[src/rtl/snake_text_pkg.sv]
// rtl/snake_text_pkg.sv - shared constants and message lookup for the overlay text glyph server
// Purpose: character codes, message lengths, cell and font geometry, message character lookup.
// Ports: none (package).
package snake_text_pkg;

    localparam int CELL_SIZE = 80;
    localparam int FONT_W    = 8;
    localparam int FONT_H    = 16;

    localparam logic [3:0] GAME_OVER_LEN = 4'd9;
    localparam logic [3:0] YOU_WIN_LEN   = 4'd7;

    localparam logic [7:0] CH_SPACE = 8'h20;
    localparam logic [7:0] CH_A     = 8'h41;
    localparam logic [7:0] CH_E     = 8'h45;
    localparam logic [7:0] CH_G     = 8'h47;
    localparam logic [7:0] CH_I     = 8'h49;
    localparam logic [7:0] CH_M     = 8'h4D;
    localparam logic [7:0] CH_N     = 8'h4E;
    localparam logic [7:0] CH_O     = 8'h4F;
    localparam logic [7:0] CH_R     = 8'h52;
    localparam logic [7:0] CH_U     = 8'h55;
    localparam logic [7:0] CH_V     = 8'h56;
    localparam logic [7:0] CH_W     = 8'h57;
    localparam logic [7:0] CH_Y     = 8'h59;

    typedef enum logic {
        MSG_GAME_OVER = 1'b0,
        MSG_YOU_WIN   = 1'b1
    } msg_e;

    // Character shown in column col of the selected message; space past the end.
    function automatic logic [7:0] msg_char(input msg_e sel, input logic [3:0] col);
        logic [7:0] c;
        c = CH_SPACE;
        if (sel == MSG_GAME_OVER) begin
            if (col < GAME_OVER_LEN) begin
                case (col)
                    4'd0:    c = CH_G;
                    4'd1:    c = CH_A;
                    4'd2:    c = CH_M;
                    4'd3:    c = CH_E;
                    4'd5:    c = CH_O;
                    4'd6:    c = CH_V;
                    4'd7:    c = CH_E;
                    4'd8:    c = CH_R;
                    default: c = CH_SPACE;
                endcase
            end
        end else begin
            if (col < YOU_WIN_LEN) begin
                case (col)
                    4'd0:    c = CH_Y;
                    4'd1:    c = CH_O;
                    4'd2:    c = CH_U;
                    4'd4:    c = CH_W;
                    4'd5:    c = CH_I;
                    4'd6:    c = CH_N;
                    default: c = CH_SPACE;
                endcase
            end
        end
        return c;
    endfunction

endpackage

[src/rtl/text_glyph_server_if.sv]
// rtl/text_glyph_server_if.sv - request/response bundle between overlay stage and glyph server
// Purpose: groups the cell request, frame sync, message select and glyph row response.
// Signals: char_yx, char_line, vsync_in, msg_sel (overlay -> server);
//          char_pixels, msg_active (server -> overlay).
// Modports: master = overlay stage, slave = glyph server.
interface text_glyph_server_if;

    logic [7:0]                           char_yx;
    logic [7:0]                           char_line;
    logic                                 vsync_in;
    logic                                 msg_sel;
    logic [snake_text_pkg::CELL_SIZE-1:0] char_pixels;
    logic                                 msg_active;

    modport master (
        output char_yx, char_line, vsync_in, msg_sel,
        input  char_pixels, msg_active
    );

    modport slave (
        input  char_yx, char_line, vsync_in, msg_sel,
        output char_pixels, msg_active
    );

endinterface

[src/rtl/font_rom_8x16.sv]
// rtl/font_rom_8x16.sv - registered 8x16 font ROM for the message glyphs
// Purpose: synchronous read of one 8-bit font row; its output register is pipeline stage 2.
// Ports: pclk, rst_n (async active-low), clr (load zero row instead of ROM data),
//        addr = {char_code[6:0], font_row[3:0]}, data = registered font row (bit 7 leftmost).
module font_rom_8x16
    import snake_text_pkg::*;
(
    input  logic              pclk,
    input  logic              rst_n,
    input  logic              clr,
    input  logic [10:0]       addr,
    output logic [FONT_W-1:0] data
);

    logic [FONT_W*FONT_H-1:0] glyph;
    logic [3:0]               row_inv;
    logic [FONT_W-1:0]        row_sel;

    // Glyph bitmaps hold row 0 in the most significant byte. Codes without a
    // bitmap (space included) read as an all-zero glyph.
    always_comb begin
        glyph = '0;
        case (addr[10:4])
            CH_A[6:0]: glyph = 128'h000010386CC6C6FEC6C6C6C600000000;
            CH_E[6:0]: glyph = 128'h0000FE6662687868606266FE00000000;
            CH_G[6:0]: glyph = 128'h00003C66C2C0C0DEC6C6663A00000000;
            CH_I[6:0]: glyph = 128'h00003C18181818181818183C00000000;
            CH_M[6:0]: glyph = 128'h0000C6EEFEFED6C6C6C6C6C600000000;
            CH_N[6:0]: glyph = 128'h0000C6E6F6FEDECEC6C6C6C600000000;
            CH_O[6:0]: glyph = 128'h00007CC6C6C6C6C6C6C6C67C00000000;
            CH_R[6:0]: glyph = 128'h0000FC6666667C6C666666E600000000;
            CH_U[6:0]: glyph = 128'h0000C6C6C6C6C6C6C6C6C67C00000000;
            CH_V[6:0]: glyph = 128'h0000C6C6C6C6C6C6C66C381000000000;
            CH_W[6:0]: glyph = 128'h0000C6C6C6C6D6D6D6FEEE6C00000000;
            CH_Y[6:0]: glyph = 128'h0000666666663C181818183C00000000;
            default:   glyph = '0;
        endcase
        row_inv = 4'(FONT_H - 1) - addr[3:0];
        row_sel = glyph[{row_inv, 3'b000} +: FONT_W];
    end

    always_ff @(posedge pclk or negedge rst_n) begin
        if (!rst_n) begin
            data <= '0;
        end else if (clr) begin
            data <= '0;
        end else begin
            data <= row_sel;
        end
    end

endmodule

[src/rtl/text_glyph_server.sv]
// rtl/text_glyph_server.sv - scaled text glyph responder for the game-over/victory overlay
// Purpose: returns the 80-bit pixel row for (char_yx, char_line) exactly 2 pclk later,
//          from an 8x16 font scaled xSCALE_X horizontally and xSCALE_Y vertically.
// Ports: pclk, rst_n (async active-low), bus (text_glyph_server_if.slave):
//        char_yx/char_line request, vsync_in frame sync, msg_sel message choice,
//        char_pixels scaled row (bit 79 leftmost), msg_active latched message.
// Option: TEXT_GLYPH_BLINK_EN adds a vsync-driven blink that blanks the text
//         every other BLINK_PERIOD frames.
module text_glyph_server
    import snake_text_pkg::*;
#(
    parameter int SCALE_X = 10,
    parameter int SCALE_Y = 5
`ifdef TEXT_GLYPH_BLINK_EN
    ,
    parameter int BLINK_PERIOD = 30
`endif
) (
    input  logic               pclk,
    input  logic               rst_n,
    text_glyph_server_if.slave bus
);

    logic              vsync_q;
    logic              vsync_rise;
    logic              msg_active_q;
    logic [7:0]        char_code_d;
    logic [7:0]        char_code_q;
    logic [3:0]        font_row_d;
    logic [3:0]        font_row_q;
    logic              blink_phase;
    logic              rom_clr;
    logic [FONT_W-1:0] rom_row;

    assign vsync_rise     = bus.vsync_in & ~vsync_q;
    assign bus.msg_active = msg_active_q;

    // The message only changes on a frame boundary, so a mid-frame msg_sel
    // change cannot tear the text. A request in the rise cycle still sees the
    // old message because stage 1 reads msg_active_q before it updates.
    always_ff @(posedge pclk or negedge rst_n) begin
        if (!rst_n) begin
            vsync_q      <= 1'b0;
            msg_active_q <= 1'b0;
        end else begin
            vsync_q <= bus.vsync_in;
            if (vsync_rise) begin
                msg_active_q <= bus.msg_sel;
            end
        end
    end

    // Stage 1: character code and font row. Lines past the cell clamp to the last font row.
    always_comb begin
        char_code_d = CH_SPACE;
        if (bus.char_yx[7:4] == 4'd0) begin
            char_code_d = msg_char(msg_e'(msg_active_q), bus.char_yx[3:0]);
        end
        if (bus.char_line >= 8'(FONT_H * SCALE_Y)) begin
            font_row_d = 4'(FONT_H - 1);
        end else begin
            font_row_d = 4'(bus.char_line / 8'(SCALE_Y));
        end
    end

    always_ff @(posedge pclk or negedge rst_n) begin
        if (!rst_n) begin
            char_code_q <= 8'h00;
            font_row_q  <= 4'h0;
        end else begin
            char_code_q <= char_code_d;
            font_row_q  <= font_row_d;
        end
    end

`ifdef TEXT_GLYPH_BLINK_EN
    logic [7:0] frame_cnt;

    always_ff @(posedge pclk or negedge rst_n) begin
        if (!rst_n) begin
            frame_cnt   <= 8'd0;
            blink_phase <= 1'b0;
        end else if (vsync_rise) begin
            if (frame_cnt == 8'(BLINK_PERIOD - 1)) begin
                frame_cnt   <= 8'd0;
                blink_phase <= ~blink_phase;
            end else begin
                frame_cnt <= frame_cnt + 8'd1;
            end
        end
    end
`else
    assign blink_phase = 1'b0;
`endif

    // Codes above 0x7F have no glyph; they and the blink-off phase load a blank row.
    assign rom_clr = blink_phase | char_code_q[7];

    // Stage 2: the ROM output register.
    font_rom_8x16 u_font (
        .pclk  (pclk),
        .rst_n (rst_n),
        .clr   (rom_clr),
        .addr  ({char_code_q[6:0], font_row_q}),
        .data  (rom_row)
    );

    // Font bit b drives output bits [b*SCALE_X +: SCALE_X], so font bit 7 lands leftmost.
    always_comb begin
        bus.char_pixels = '0;
        for (int b = 0; b < FONT_W; b++) begin
            bus.char_pixels[b*SCALE_X +: SCALE_X] = {SCALE_X{rom_row[b]}};
        end
    end

endmodule
[src/flat_wrapper.sv]
// flat-port wrapper written by rule: the top's interface ports become plain ports
module text_glyph_server_flat import snake_text_pkg::*;
#(
    parameter int SCALE_X = 10,
    parameter int SCALE_Y = 5

)
  (pclk, rst_n, bus_char_yx, bus_char_line, bus_vsync_in, bus_msg_sel, bus_char_pixels, bus_msg_active);
  text_glyph_server_if bus_i ();
  input  logic pclk;
  input  logic rst_n;
  input wire logic [$bits(bus_i.char_yx)-1:0] bus_char_yx;
  input wire logic [$bits(bus_i.char_line)-1:0] bus_char_line;
  input wire logic [$bits(bus_i.vsync_in)-1:0] bus_vsync_in;
  input wire logic [$bits(bus_i.msg_sel)-1:0] bus_msg_sel;
  output wire logic [$bits(bus_i.char_pixels)-1:0] bus_char_pixels;
  output wire logic [$bits(bus_i.msg_active)-1:0] bus_msg_active;
  assign bus_i.char_yx = bus_char_yx;
  assign bus_i.char_line = bus_char_line;
  assign bus_i.vsync_in = bus_vsync_in;
  assign bus_i.msg_sel = bus_msg_sel;
  assign bus_char_pixels = bus_i.char_pixels;
  assign bus_msg_active = bus_i.msg_active;
  text_glyph_server #(.SCALE_X(SCALE_X), .SCALE_Y(SCALE_Y)) u_core (.pclk(pclk), .rst_n(rst_n), .bus(bus_i));
endmodule
[config.mk]
export PLATFORM = sky130hd
export DESIGN_NAME = text_glyph_server_flat
export DESIGN_NICKNAME = d
export VERILOG_FILES = /design/src/rtl/snake_text_pkg.sv /design/src/rtl/text_glyph_server_if.sv /design/src/rtl/font_rom_8x16.sv /design/src/rtl/text_glyph_server.sv /design/src/flat_wrapper.sv
export SDC_FILE = /design/constraint.sdc
export NUM_CORES = 1
export LEC_CHECK = 0
export BUFFER_PORTS_ARGS = -buffer_cell sky130_fd_sc_hd__buf_2
export CORE_MARGIN = 2
export CORE_UTILIZATION = 49
export DETAILED_ROUTE_END_ITERATION = 12
export MAX_ROUTING_LAYER = met4
export PLACE_DENSITY = 0.84
export SETUP_SLACK_MARGIN = 0.3
export SLEW_MARGIN = 20
export SYNTH_ARGS = -nofsm -noshare
export SYNTH_HDL_FRONTEND = slang
export SYNTH_SLANG_ARGS = --single-unit
[constraint.sdc]
create_clock -name pclk -period 3.05 [get_ports pclk]
set_input_delay 0.1525 -clock pclk [delete_from_list [all_inputs] [get_ports pclk]]
set_output_delay 0.1525 -clock pclk [all_outputs]
set_load 0.01 [all_outputs]
-- Yosys cells after proc, flatten, opt, wreduce, memory -nomap -nowiden
Memories as Yosys holds them, arrays and structs flattened.
Cells that the tools add are included.
- bitwise logic cells: 2
- div/mod/pow operators: 1
- $add $sub $neg: 1
- shifts and indexed selects: 1
- equality and inequality tests: 17
- $lt $le $gt $ge: 3
- muxes and demuxes: 8
- reduce and logical (&&, ||, !) cells: 2
- operators by type and width (operator ; number):
    $pmux 112 s12 ; 1
    $shiftx 128x8->8 ; 1
    $eq 7x7->1 const B ; 12
    $pmux 7 s6 ; 1
    $mux 8 ; 5
    $eq 4x3->1 const B ; 3
    $div 8x3->8 const B ; 1
    $ge 8x7->1 const B ; 1
    $logic_not 4->1 ; 2
    $eq 4x1->1 const B ; 1
    $eq 4x2->1 const B ; 1
    $lt 4x3->1 const B ; 1
    $lt 4x4->1 const B ; 1
    $mux 4 ; 1
    $sub 4x4->4 const A ; 1
    $and 1x1->1 ; 1
    $not 1->1 ; 1
- register bits after elaboration: 22
- output and inout bits: 81
- memories kept: 1
- bits of input ports: 20
- logic and storage cells: 41
- memory bits (read-only): 112
- memory list (memory ; depth ; width ; rd ports ; clocked after memory_dff ; write ports ; line ; source):
    (no name shown) ; 16 ; 7 ; 1 ; 0 ; 0 ; snake_text_pkg.sv:38 ; case (col)

-- Longest topological paths before layout
- word-level depth: 5
- depth in mapped cells: 10
- depth with buffers taken out: 9

-- Modules after synthesis
Synthesis repeated with hierarchy kept, for this count alone.
- cells, all modules: 525
- area, all modules: 3808.7 um^2
- modules (own cells, without submodules) (module ; instances ; sequential area each (um^2) ; area each (um^2) ; cells each):
    text_glyph_server ; 1 ; 325.3 ; 2079.5 ; 271
    font_rom_8x16 ; 1 ; 175.2 ; 1729.2 ; 254

-- Worst setup path before layout
No wires, ideal clock.
- path kind: reg-to-reg
- start: reg u_core.char_code_q[1]
- end: reg u_core.u_font.data[6]
- cell stages (with the launch flop): 8
- buffers on the path: 1
- setup time: 126 ps
- arrival time: 1908 ps
- setup slack: 1016 ps
- data required time: 2924 ps
- period minus slack after synthesis: 2034 ps
- path through: dfrtp_1 -> or2_1 -> buf_2 -> a22o_1 -> a22o_1 -> a221o_1 -> o21a_1 -> a221o_1
- word-level cells in the longest chain between the ends: 4
- elaborated cells on any way between the ends: 15
- classes of those cells: eq/ne: 12; shift: 1; mux: 2
- RTL lines (what ; line ; source):
    start, declared ; text_glyph_server.sv:28 ; logic [7:0] char_code_q;
    start signal, assigned ; text_glyph_server.sv:71 ; char_code_q <= char_code_d;
    $eq 7x7->1 ; font_rom_8x16.sv:23 ; case (addr[10:4])
    $pmux 112 s12 * ; font_rom_8x16.sv:23 ;
    $shiftx 128x8->8 * ; font_rom_8x16.sv:39 ; row_sel = glyph[{row_inv, 3'b000} +: FONT_W];
    via u_core.u_font.row_sel[6] ; font_rom_8x16.sv:17 ; logic [FONT_W-1:0] row_sel;
    $mux 8 * ; font_rom_8x16.sv:45 ; end else if (clr) begin
    end signal, assigned ; font_rom_8x16.sv:48 ; data <= row_sel;
    end, declared ; font_rom_8x16.sv:12 ; output logic [FONT_W-1:0] data
Mark *: on every way through the listed nets, which the timed path passes. The rest lies on a longest branch.
A chain may end at the register's enable or synchronous reset.

-- Worst setup path in the final report
- start: reg u_core.char_code_q[4]
- end: reg u_core.u_font.data[4]
Same word-level chain as after synthesis.

==> impl_metrics.sql <==
INSERT INTO impl_metrics (metric_group, metric, value, unit) VALUES
('floorplanning', 'initial_core_util', '51.4', '%'),
('sta', 'tightest_slew', '0.844', 'ns'),
('layout', 'fillCellCount', '594', ''),
('critical_path', 'worst-path-max-fanout', '22', ''),
('synth', 'synth_largest_area_cell', 'buf_4', ''),
('routing', 'vias_per_cell', '6.31', ''),
('layout', 'sequential_cell_area', '500', 'um2'),
('pwr', 'leakage', '1.60', 'nW'),
('synth', 'synth_cells', '467', ''),
('sta', 'finalHoldViolations', '0', ''),
('clocking', 'cts_sinks', '20', ''),
('synth', 'async_flop_share', '100', '%'),
('clocking', 'tritoncts_clock_tree', 'built', ''),
('clocking', 'insertion_delay', '0.27', 'ns'),
('clocking', 'root_buffer', 'clkbuf_8', ''),
('placed_design', 'place_inst', '550', ''),
('hold_path', 'hold_depth', '1', ''),
('sta', 'post-route-min-period', '2.48', 'ns'),
('routing', 'avgRoutedWirePerCell', '16.0', 'um'),
('layout', 'final_cell_count_no_fill', '555', ''),
('layout', 'flow.area_growth_from_synthesis', '1.74', '%'),
('floorplanning', 'die_height', '86.1', 'um'),
('critical_path', 'setup.worst_path.end', 'u_core.u_font.data[4]$_DFF_PN0_', ''),
('synth', 'sequential_share_of_the_synthesized_area', '15.2', '%'),
('critical_path', 'reg2reg_setup_slack', '0.57', 'ns'),
('run_status', 'outcome', 'completed', ''),
('routing', 'route.detailed.drc', '0', ''),
('critical_path', 'critPathLaunch', 'u_core.char_code_q[4]$_DFF_PN0_', ''),
('clocking', 'cts_resized', '0', ''),
('layout', 'n_antenna_cell', '0', ''),
('synth', 'synth.avg_cell_area', '7.07', 'um2'),
('critical_path', 'critical_path.reg2reg.startpoint', 'u_core.char_code_q[4]$_DFF_PN0_', ''),
('sta', 'max_freq', '403', 'MHz'),
('floorplanning', 'coreArea', '0.00642', 'mm2'),
('global_route', 'vias_in_the_first_global_route', '2934', ''),
('floorplanning', 'ioPinCount', '101', ''),
('pwr', 'powerDensity', '239', 'mW/mm2'),
('run', 'drv_cap', '0', ''),
('critical_path', 'startpoint_types', 'flop', ''),
('synth', 'synth-edff-count', '0', ''),
('clocking', 'ctsLongestPathBuffers', '2', ''),
('critical_path', 'path_class', 'flop to flop', ''),
('sta', 'rsz0062_at_grt', 'false', ''),
('routing', 'first_pass_iters', '5', ''),
('synth', 'count_of_warnings_emitted_by_yosys', '0', ''),
('critical_path', 'endpoint_class_of_the_critical_path', 'flop', ''),
('floorplanning', 'die_area', '0.00741', 'mm2'),
('layout', 'fraction_of_layout_cells_with_a_size_suffix_above_1', '24.3', '%'),
('sta', 'final.period_utilization', '81.3', '%'),
('sta', 'minimum_hold_slack', '0.0135', 'ns'),
('sta', 'fin_max_slew_vios', '0', ''),
('layout', 'nets', '505', ''),
('synth', 'synth_cell_types', '72', ''),
('floorplanning', 'die_w', '86.1', 'um'),
('clocking', 'h_tree_depth', '1', ''),
('clocking', 'cts.reportedPaths.clkPinSlew', '0.09', 'ns'),
('routing', 'via_count', '3500', ''),
('hold_path', 'worstHoldPathType', 'primary input to flop', ''),
('global_route', 'globalRoute.totalOverflow', '0', ''),
('sta', 'final_critical_path_setup_slack', '0.571', 'ns'),
('sta', 'timing.max_slew.rel_slack', '43.7', '%'),
('critical_path', 'crit_arrival', '2.67', 'ns'),
('global_route', 'grt_pass1_wl', '14200', 'um'),
('sta', 'tns', '0', 'ns'),
('routing', 'first_iter_violations', '446', ''),
('critical_path', 'critical-path-max-stage-delay', '0.79', 'ns'),
('critical_path', 'critical_path.reg2reg.endpoint', 'u_core.u_font.data[4]$_DFF_PN0_', ''),
('placed_design', 'pre_cts_ws', '0.590', 'ns'),
('placed_design', 'hpwl', '6550', 'um'),
('placed_design', 'gpl.final_weighted_congestion', '0.980', ''),
('synth', 'synth_flop_cell', 'dfrtp_1', '');
-- worst max-delay path, delay by kind of cell (launching register included) --
family	cells	cell delay, ns
DFF	1	0.79
AOI/OAI and AO/OA	2	0.45
buffers and inverters	1	0.15
and+or+nand+nor	3	1.03
-- cells in the final DEF (no fill, tap or decap), drive strengths merged, types with 5 or more instances in the layout --
cell / netlist / routed
a21oi: 41 / 41
o211a: 5 / 5
nor2b: 14 / 14
nor3: 12 / 12
conb: 1 / 10
xnor2: 5 / 5
nor2: 28 / 28
dfrtp: 20 / 20
nand4: 5 / 5
nand3: 8 / 8
nand2: 32 / 32
o21ai: 29 / 29
nand2b: 14 / 14
o22ai: 11 / 11
a31oi: 7 / 7
a22oi: 5 / 5
inv: 18 / 18
ha: 6 / 6
o31ai: 5 / 5
buf: 88 / 106
nor3b: 9 / 9
-- Yosys cell counts (5+ instances only) --
cell	n
a21oi_1	41
o211a_1	5
nand2b_1	14
xnor2_1	5
nor2b_1	14
clkbuf_1	21
inv_1	18
nor3b_1	8
nor2_1	28
o21ai_0	28
nand3_1	8
a31oi_1	7
o22ai_1	11
o31ai_1	5
buf_4	76
nand2_1	32
a22oi_1	5
buf_2	11
dfrtp_1	20
nor3_1	12
nand4_1	5
ha_1	6
-- where the power goes --
part / switching [W] / internal [W] / total (W)
Combinational: 0.000177 / 0.000118 / 0.000294
Sequential: 0.0000248 / 0.000275 / 0.000300
Clock: 0.0000943 / 0.000115 / 0.000209
-- through the flow --
step                      power, W  area, um2
after CTS                 0.000803       3360
after floorplan           0.000539       3340
after detailed placement  0.000593       3300
after global routing      0.000855       3360
final                     0.000804       3360
after global placement    0.000585       3300
-- kinds of logic (layout without fill, tap and decap cells) --
logic type / Yosys count / after routing / share of synthesized area (%)
buffers and inverters: 128 / 130 / 23.6
and+or+nand+nor: 145 / 145 / 23.9
DFF: 20 / 20 / 15.2
AOI/OAI and AO/OA: 155 / 155 / 31.5
adders and majority gates: 9 / 9 / 3.18
other: 1 / 10 / 0.114
xor gates and xnor gates: 6 / 6 / 1.59
muxes: 3 / 3 / 0.985
-- how the worst min path moves through the flow --
stage                       startpoint                                end
after floorplan                  rst_n  u_core.bus.msg_active$_DFFE_PN0P_
after global placement           rst_n    u_core.char_code_q[2]$_DFF_PN0_
after detailed placement         rst_n    u_core.char_code_q[2]$_DFF_PN0_
after CTS                 bus_vsync_in           u_core.vsync_q$_DFF_PN0_
after global routing      bus_vsync_in           u_core.vsync_q$_DFF_PN0_
final                     bus_vsync_in           u_core.vsync_q$_DFF_PN0_
-- final cells by class --
type	instances	share of cell area, %
Tap cell	77	2.87
Multi-Input combinational cell	328	61.2
Sequential cell	20	14.9
Clock buffer	4	1.64
Timing Repair Buffer	107	17.3
Inverter	19	2.12
-- routing by layer --
metal / global-route usage [%] / vias up / part of all wire [%] / routed length [um]
met2: 36.2 / 242 / 45 / 4030
li1: - / 1639 / - / -
met5: - / - / 0 / 0
met3: 3.37 / 26 / 9.7 / 864
met4: 9.52 / 0 / 2.9 / 255
met1: 31.9 / 1593 / 42 / 3720
-- registers in the layout, summed over array words and instances, names as in the netlist --
signal / cells
u_core.u_font.data: 7
u_core.bus.msg_active: 1
u_core.font_row_q: 4
u_core.char_code_q: 7
u_core.vsync_q: 1
(Power assumes the default switching activity.)
